--- src/rtl/conv_pkg.sv ---
// Shared definitions for the convolution window engine.
//   conv_state_e : sweep controller states
//   *_DEF        : default parameter values
//   idx_w()      : index width for n items (at least 1 bit)
//   acc_w()      : full-precision accumulator width for a K x K window
package conv_pkg;

  typedef enum logic [1:0] {
    ST_IDLE  = 2'd0,
    ST_SWEEP = 2'd1,
    ST_DRAIN = 2'd2
  } conv_state_e;

  localparam int PIX_W_DEF  = 8;
  localparam int COEF_W_DEF = 8;
  localparam int K_DEF      = 3;
  localparam int COLS_DEF   = 22;

  function automatic int idx_w(input int n);
    return (n <= 2) ? 1 : $clog2(n);
  endfunction

  // One extra bit beyond pix*coef covers the unsigned-by-signed product,
  // and clog2(K*K) bits cover the growth of the K*K-term sum.
  function automatic int acc_w(input int pix_w, input int coef_w, input int k);
    return pix_w + coef_w + 1 + $clog2(k * k);
  endfunction

endpackage

--- src/rtl/conv_mac_tree.sv ---
// Multiply and adder-tree stages of the window datapath.
//   clk, reset     : clock, async active-low reset
//   en             : advance both stages (low = hold everything)
//   in_valid/tag   : window issue qualifier and its column tag
//   pix_flat       : K*K unsigned pixels, tap k at [k*PIX_W +: PIX_W]
//   coef_flat      : K*K signed coefficients, tap k at [k*COEF_W +: COEF_W]
//   out_valid/tag  : stage-2 qualifier and column tag
//   out_sum        : full-precision signed window sum
module conv_mac_tree
  import conv_pkg::*;
#(
  parameter int PIX_W  = PIX_W_DEF,
  parameter int COEF_W = COEF_W_DEF,
  parameter int K      = K_DEF,
  parameter int ACC_W  = acc_w(PIX_W_DEF, COEF_W_DEF, K_DEF),
  parameter int TAG_W  = 5
) (
  input  logic                      clk,
  input  logic                      reset,
  input  logic                      en,
  input  logic                      in_valid,
  input  logic [TAG_W-1:0]          in_tag,
  input  logic [K*K*PIX_W-1:0]      pix_flat,
  input  logic [K*K*COEF_W-1:0]     coef_flat,
  output logic                      out_valid,
  output logic [TAG_W-1:0]          out_tag,
  output logic signed [ACC_W-1:0]   out_sum
);

  localparam int NTAP   = K * K;
  localparam int PROD_W = PIX_W + COEF_W + 1;

  logic signed [PROD_W-1:0] prod_q [NTAP];
  logic signed [PROD_W-1:0] prod_d [NTAP];
  logic                     v1_q, v1_d, v2_q, v2_d;
  logic [TAG_W-1:0]         t1_q, t1_d, t2_q, t2_d;
  logic signed [ACC_W-1:0]  sum_q, sum_d, tree_sum;

  // Pixels are zero-extended and coefficients sign-extended to the product
  // width so the multiply is a plain signed multiply with no overflow.
  always_comb begin
    v1_d = v1_q;
    t1_d = t1_q;
    for (int k = 0; k < NTAP; k++) prod_d[k] = prod_q[k];
    if (en) begin
      v1_d = in_valid;
      t1_d = in_tag;
      for (int k = 0; k < NTAP; k++) begin
        prod_d[k] = $signed({{(PROD_W-PIX_W){1'b0}}, pix_flat[k*PIX_W +: PIX_W]}) *
                    $signed({{(PROD_W-COEF_W){coef_flat[k*COEF_W+COEF_W-1]}},
                             coef_flat[k*COEF_W +: COEF_W]});
      end
    end
  end

  always_comb begin
    tree_sum = '0;
    for (int k = 0; k < NTAP; k++) begin
      tree_sum = tree_sum + $signed({{(ACC_W-PROD_W){prod_q[k][PROD_W-1]}}, prod_q[k]});
    end
  end

  always_comb begin
    v2_d  = v2_q;
    t2_d  = t2_q;
    sum_d = sum_q;
    if (en) begin
      v2_d  = v1_q;
      t2_d  = t1_q;
      sum_d = tree_sum;
    end
  end

  always_ff @(posedge clk or negedge reset) begin
    if (!reset) begin
      for (int k = 0; k < NTAP; k++) prod_q[k] <= '0;
      v1_q  <= 1'b0;
      t1_q  <= '0;
      v2_q  <= 1'b0;
      t2_q  <= '0;
      sum_q <= '0;
    end else begin
      for (int k = 0; k < NTAP; k++) prod_q[k] <= prod_d[k];
      v1_q  <= v1_d;
      t1_q  <= t1_d;
      v2_q  <= v2_d;
      t2_q  <= t2_d;
      sum_q <= sum_d;
    end
  end

  assign out_valid = v2_q;
  assign out_tag   = t2_q;
  assign out_sum   = sum_q;

endmodule

--- src/rtl/conv_win_engine.sv ---
// K x K sliding-window convolution engine over a K-row image buffer.
//   clk, reset           : clock, async active-low reset
//   row_valid/row_ready  : load one row into the buffer (IDLE only)
//   row_data             : COLS pixels, pixel c at [c*PIX_W +: PIX_W]
//   coef_we/idx/data     : coefficient write (IDLE only, idx < K*K)
//   start                : request one column sweep (needs K rows loaded)
//   out_valid/out_ready  : result handshake
//   out_data, out_col    : window sum and its leftmost column
//   busy, done           : sweep in progress, sweep-complete pulse
//
// state    | meaning
// ---------+--------------------------------------------------------
// ST_IDLE  | accept rows, coefficient writes and start
// ST_SWEEP | issue one window per unstalled cycle, columns ascending
// ST_DRAIN | all windows issued; wait for the last result to leave
module conv_win_engine
  import conv_pkg::*;
#(
  parameter  int PIX_W  = PIX_W_DEF,
  parameter  int COEF_W = COEF_W_DEF,
  parameter  int K      = K_DEF,
  parameter  int COLS   = COLS_DEF,
  localparam int ACC_W  = acc_w(PIX_W, COEF_W, K),
  localparam int CIDX_W = idx_w(K * K),
  localparam int COL_W  = idx_w(COLS)
) (
  input  logic                     clk,
  input  logic                     reset,
  input  logic                     row_valid,
  output logic                     row_ready,
  input  logic [COLS*PIX_W-1:0]    row_data,
  input  logic                     coef_we,
  input  logic [CIDX_W-1:0]        coef_idx,
  input  logic signed [COEF_W-1:0] coef_data,
  input  logic                     start,
  output logic                     out_valid,
  input  logic                     out_ready,
  output logic signed [ACC_W-1:0]  out_data,
  output logic [COL_W-1:0]         out_col,
  output logic                     busy,
  output logic                     done
);

  localparam int                 NTAP       = K * K;
  localparam int                 CNT_W      = idx_w(K + 1);
  localparam logic [CNT_W-1:0]   FULL_CNT   = CNT_W'(K);
  localparam logic [COL_W-1:0]   LAST_COL   = COL_W'(COLS - K);

  conv_state_e               state_q, state_d;
  logic [CNT_W-1:0]          cnt_q, cnt_d;
  logic [COLS*PIX_W-1:0]     rows_q [K];
  logic [COLS*PIX_W-1:0]     rows_d [K];
  logic signed [COEF_W-1:0]  coef_q [NTAP];
  logic signed [COEF_W-1:0]  coef_d [NTAP];
  logic [COL_W-1:0]          col_q, col_d;
  logic                      rdy_en_q, rdy_en_d;
  logic                      out_valid_q, out_valid_d;
  logic signed [ACC_W-1:0]   out_data_q, out_data_d;
  logic [COL_W-1:0]          out_col_q, out_col_d;

  logic                      row_acc, start_acc, stall, last_acc, issue_valid, done_o;
  logic [NTAP*PIX_W-1:0]     win_pix;
  logic [NTAP*COEF_W-1:0]    win_coef;
  logic                      mac_valid;
  logic [COL_W-1:0]          mac_tag;
  logic signed [ACC_W-1:0]   mac_sum;

  // rdy_en_q keeps row_ready low during reset and releases it one clock later.
  assign row_ready   = rdy_en_q && (state_q == ST_IDLE);
  assign row_acc     = row_valid && row_ready;
  assign start_acc   = start && (state_q == ST_IDLE) && (cnt_q == FULL_CNT);
  // A single global stall freezes issue and every pipeline stage together,
  // so ordering is preserved without any skid buffering.
  assign stall       = out_valid_q && !out_ready;
  assign last_acc    = out_valid_q && out_ready && (out_col_q == LAST_COL);
  assign issue_valid = (state_q == ST_SWEEP) && !stall;

  always_comb begin
    state_d = state_q;
    col_d   = col_q;
    done_o  = 1'b0;
    case (state_q)
      ST_IDLE: begin
        if (start_acc) begin
          state_d = ST_SWEEP;
          col_d   = '0;
        end
      end
      ST_SWEEP: begin
        if (issue_valid) begin
          if (col_q == LAST_COL) state_d = ST_DRAIN;
          else                   col_d   = col_q + 1'b1;
        end
      end
      ST_DRAIN: begin
        if (last_acc) begin
          state_d = ST_IDLE;
          done_o  = 1'b1;
        end
      end
      default: state_d = ST_IDLE;
    endcase
  end

  // Row buffer: new row lands in slot K-1, slot 0 falls off.
  always_comb begin
    rdy_en_d = 1'b1;
    cnt_d    = cnt_q;
    for (int i = 0; i < K; i++) rows_d[i] = rows_q[i];
    if (row_acc) begin
      for (int i = 0; i < K - 1; i++) rows_d[i] = rows_q[i + 1];
      rows_d[K-1] = row_data;
      if (cnt_q != FULL_CNT) cnt_d = cnt_q + 1'b1;
    end
  end

  always_comb begin
    for (int k = 0; k < NTAP; k++) coef_d[k] = coef_q[k];
    if (coef_we && (state_q == ST_IDLE) && (int'(coef_idx) < NTAP)) begin
      coef_d[coef_idx] = coef_data;
    end
  end

  always_comb begin
    win_pix  = '0;
    win_coef = '0;
    for (int i = 0; i < K; i++) begin
      for (int j = 0; j < K; j++) begin
        win_pix[(i*K + j)*PIX_W +: PIX_W] = rows_q[i][(int'(col_q) + j)*PIX_W +: PIX_W];
      end
    end
    for (int k = 0; k < NTAP; k++) win_coef[k*COEF_W +: COEF_W] = coef_q[k];
  end

  conv_mac_tree #(
    .PIX_W  (PIX_W),
    .COEF_W (COEF_W),
    .K      (K),
    .ACC_W  (ACC_W),
    .TAG_W  (COL_W)
  ) u_mac (
    .clk       (clk),
    .reset     (reset),
    .en        (!stall),
    .in_valid  (issue_valid),
    .in_tag    (col_q),
    .pix_flat  (win_pix),
    .coef_flat (win_coef),
    .out_valid (mac_valid),
    .out_tag   (mac_tag),
    .out_sum   (mac_sum)
  );

  // Output register keeps its last value when no new result arrives.
  always_comb begin
    out_valid_d = out_valid_q;
    out_data_d  = out_data_q;
    out_col_d   = out_col_q;
    if (!stall) begin
      out_valid_d = mac_valid;
      if (mac_valid) begin
        out_data_d = mac_sum;
        out_col_d  = mac_tag;
      end
    end
  end

  always_ff @(posedge clk or negedge reset) begin
    if (!reset) begin
      state_q     <= ST_IDLE;
      cnt_q       <= '0;
      for (int i = 0; i < K; i++)    rows_q[i] <= '0;
      for (int k = 0; k < NTAP; k++) coef_q[k] <= '0;
      col_q       <= '0;
      rdy_en_q    <= 1'b0;
      out_valid_q <= 1'b0;
      out_data_q  <= '0;
      out_col_q   <= '0;
    end else begin
      state_q     <= state_d;
      cnt_q       <= cnt_d;
      for (int i = 0; i < K; i++)    rows_q[i] <= rows_d[i];
      for (int k = 0; k < NTAP; k++) coef_q[k] <= coef_d[k];
      col_q       <= col_d;
      rdy_en_q    <= rdy_en_d;
      out_valid_q <= out_valid_d;
      out_data_q  <= out_data_d;
      out_col_q   <= out_col_d;
    end
  end

  assign out_valid = out_valid_q;
  assign out_data  = out_data_q;
  assign out_col   = out_col_q;
  assign busy      = (state_q != ST_IDLE);
  assign done      = done_o;

endmodule

--- config.mk ---
export PLATFORM = sky130hd
export DESIGN_NAME = conv_win_engine
export DESIGN_NICKNAME = d
export VERILOG_FILES = /design/src/rtl/conv_pkg.sv /design/src/rtl/conv_mac_tree.sv /design/src/rtl/conv_win_engine.sv
export SDC_FILE = /design/constraint.sdc
export NUM_CORES = 2
export LEC_CHECK = 0
export ABC_AREA = 1
export CORE_MARGIN = 1.5
export CORE_UTILIZATION = 55
export CTS_CLUSTER_DIAMETER = 150
export CTS_CLUSTER_SIZE = 24
export DETAILED_ROUTE_END_ITERATION = 8
export GPL_ROUTABILITY_DRIVEN = 0
export PLACE_DENSITY = 0.81
export SLEW_MARGIN = 10
export SYNTH_ARGS = -nofsm -noshare
export SYNTH_HDL_FRONTEND = slang
export SYNTH_SLANG_ARGS = --single-unit
--- constraint.sdc ---
create_clock -name clk -period 6.65 [get_ports clk]
set_clock_uncertainty 0.05 [all_clocks]
set_input_delay 1.33 -clock clk [delete_from_list [all_inputs] [get_ports clk]]
set_output_delay 1.33 -clock clk [all_outputs]
set_load 0.01 [all_outputs]
==> summary.md <==
| Metric | Value |
|---|---|
| Run status | complete, but fails checks |
| Failing checks | design-rule violations |
| CTS Buf Count | 40 |
| Skew-Pair Late Insertion Delay | 0.75 ns |
| TNS Setup | 0 ns |
| Max-cap violations | 0 |
| Die Wd | 353 microns |
| Setup CP Type | reg -> reg |
| Crit-path slowest cell | dfrtp_4 |
| CP bufs+invs | 5 |
| Initial DRC count | 9442 |
| Maximum fanout along the worst path | 32 |
| Final worst-path cycle share | 0.968 |
| IO buf count | 223 |
| Fmax | 155 MHz |
| CTS root buf | clkbuf_16 |
| Slew headroom | 0.230 |
| Die footprint | 125000 sq um |
| CP startpoint kind | register |
| Share of layout cells above drive strength 1 | 0.0415 |
| CP max stage delay | 0.59 ns |
| Tot GR Track Use | 0.364 |
| Least-Margin Pin Slew | 1.15 ns |
| First-pass GRT wire length | 351000 microns |
| First-pass detailed-route iteration total | 9 |
| Final nets | 10000 |
| Min-delay worst type | reg -> reg |
| Final Hold Vio Count | 0 |
| Top FF cell, synth | dfrtp_1 |
| Pin count of the biggest net entering global routing | 182 |
| Clk slew on worst S/H paths | 0.12 ns |
| Leading area contributor after synthesis | dfrtp_1 |
| Worst Path Required | 7.12 ns |
| Fill count | 10900 |
| Hold path depth | 2 |
| Final setup viols | 0 |
| Setup bufs post-CTS | 0 |
| Worst reg2reg startpoint | col_q[1] |
| IO Pins | 224 |
| Congestion Overflow GR | 0 |
| Family with the most delay on the worst path | adder cells |
| RSZ-0062 raised after global routing | false |
| Syn_area_per_cell | 7.50 sq um |
| Hold WS | 0.427 ns |
| Initial Utilization | 0.554 |
| Distinct cells, synth | 48 |
| Area growth from synthesis to layout | 6.57% |
| Mapped Cells | 9014 |
| Cell Area, Synth | 67600 sq um |
| Final Max Tran Viols | 0 |
| Hold path endpoint | u_mac.out_tag[4] |
| Top cell type's share of synthesized area | 0.305 |
| Initial antenna violation count | 11 |
| Critical R2R Capture | u_mac.prod_q[146] |
| Worst setup path startpoint | col_q[1] |
| Via density | 5.96 |
| DRC violations left | 32 |
| Syn. warnings | 0 |
| CTS sink count | 823 |
| CTS Buffer Depth | 3 |
| Critical Path AT | 6.91 ns |
| Post-Route WL | 229000 microns |
| Crit-path cells | inv_6, buf_4, buf_4, nand3_1, nand3_1, nand2_1, o21ai_1, nand2_1, inv_2, nand2_1, fa_1, fa_1, inv_1, fa_1, fa_1, ha_1, a21oi_1, nand2_1, a21oi_1, xor2_1, o21ai_0 |
| CTS tree | done |
| Die Y | 353 microns |
| Vias in the first global route | 60200 |
| Max H-tree Level | 2 |
| Post-synth EDFFs | 0 |
| Via Count | 63200 |
| Syn_nets | 10100 |
| Antenna Nets Post-Route | 0 |
| FF-to-FF path depth | 21 |
| Routed len/inst | 21.6 microns |
| #FFs+latches synth | 823 |
| Sequential share of the synthesized area | 0.305 |
| Worst hold path startpoint | u_mac.t1_q[4] |
| Core ar. | 122000 sq um |
| Ys async rst share | 1.00 |
| Minimum clock period | 6.44 ns |
| Reg2Reg Setup Slack | 0.21 ns |
| Worst Setup End Kind | register |
| Top cells by area, synth | dfrtp_1 (30%), nand2_1 (15%), fa_1 (13%) |
| # rows | 128 |
| DP HPWL | 175000 microns |
| Post-layout util | 0.591 |
routing by layer:
layer | vias up | global-route usage | part of all wire
li1 | 28400 | - | -
met1 | 29500 | 0.473 | 0.37
met2 | 4373 | 0.515 | 0.41
met3 | 888 | 0.132 | 0.15
met4 | 12 | 0.225 | 0.076
met5 | - | 0.00264 | 0.00065
synth_stat cells (7+ instances only):
cell      number
o22ai_1       14
buf_1         24
o21ai_1       69
mux2i_1        7
o21bai_1      11
clkbuf_1     141
nand3_1      512
o21ai_2       32
or2_2         15
inv_1       1202
and2_1        13
xor2_1        24
a21o_1         7
dfrtp_1      823
nand4_1       27
o21ai_0      814
nor3_1        27
inv_2         45
buf_4         52
xnor2_1       42
buf_6         26
o211ai_1     136
nand2_2        9
a21oi_1      532
nor2_1       578
buf_2        167
clkbuf_2      18
a31oi_1       13
fa_1         444
mux2_2        93
nand2_1     2633
ha_1         428
per-stage QoR:
step	area (sq um)	instances	setup slack, ns
4_1_cts	72000	10600	0.533
6_report	72000	10600	0.210
3_3_place_gp	70900	10500	0.641
2_1_floorplan	67600	9014	1.38
3_5_place_dp	70900	10500	0.575
5_1_grt	72000	10600	0.104
how the worst max path moves through the flow:
stage	endpoint	depth (start not counted)	slack [ns]
6_report	u_mac.prod_q[146]	21	0.21
2_1_floorplan	u_mac.out_sum[10]	22	1.38
4_1_cts	u_mac.prod_q[99]	22	0.53
3_5_place_dp	u_mac.prod_q[101]	21	0.57
5_1_grt	u_mac.prod_q[95]	21	0.10
3_3_place_gp	u_mac.prod_q[13]	28	0.64
layout make-up:
class	instances	area, sq um	share of cell area
clock inverters	6	91.3	0.00127
multi-input cells	6513	40100	0.556
diodes	7	17.5	0.000243
flip-flops and latches	823	20600	0.286
clock buffers	43	1010	0.0141
inverters	1250	4710	0.0655
well taps	1625	2030	0.0282
repair buffers	334	3470	0.0482
cells in the final DEF, fill, tap and decap left out, types with 7 or more instances in the layout:
master	n
xor2_1	24
nand2_1	2633
nor3_1	27
and2_1	13
nand2_2	8
clkbuf_16	40
a31oi_1	13
o211ai_1	136
xnor2_1	42
clkdlybuf4s50_1	222
nand3_1	512
nor2_1	577
o21ai_0	810
o22ai_1	14
a21o_1	7
a21oi_1	532
o21ai_1	73
inv_1	1200
diode_2	7
fa_1	444
mux2_2	93
dfrtp_1	820
nand4_1	27
o21bai_1	11
buf_4	79
buf_12	32
mux2i_1	7
inv_2	44
o21ai_2	32
ha_1	428
or2_2	15
state kept, by name, summed over array words and instances (netlist names), 5 cells and up:
name and flops:
out_col 5, u_mac.prod_q 153, coef_q 72, u_mac.out_sum 21, out_data 21, col_q 5
u_mac.t1_q 5, rows_q 528, u_mac.out_tag 5
repair_timing:
action | in CTS | in global routing
endpoints found under the hold margin | 0 | 0
resized for setup | 0 | 4
hold buffers | 0 | 0
endpoints found under the setup margin | 0 | 11
cells by family after synthesis:
| kind of cell | synth area share |
|---|---|
| mux | 0.0165 |
| flops | 0.305 |
| simple gates | 0.227 |
| compound gates | 0.130 |
| xor+xnor | 0.00856 |
| fa+ha+maj | 0.211 |
| buf+inv | 0.103 |
| other cells | 0.0000555 |
worst reg2reg max path: cells and delay by family, from the launching register on:
kind | cells | cell delay [ns]
AO/OA/AOI/OAI | 4 | 1.06
XOR/XNOR | 1 | 0.16
adder cells (fa/ha/maj) | 5 | 2.23
buffers and inverters | 5 | 1.15
flip-flops | 1 | 0.59
AND/OR/NAND/NOR | 6 | 0.98
Power is not shown: default switching activity piles up to over one toggle a cycle in this logic, so the estimate is an artifact.
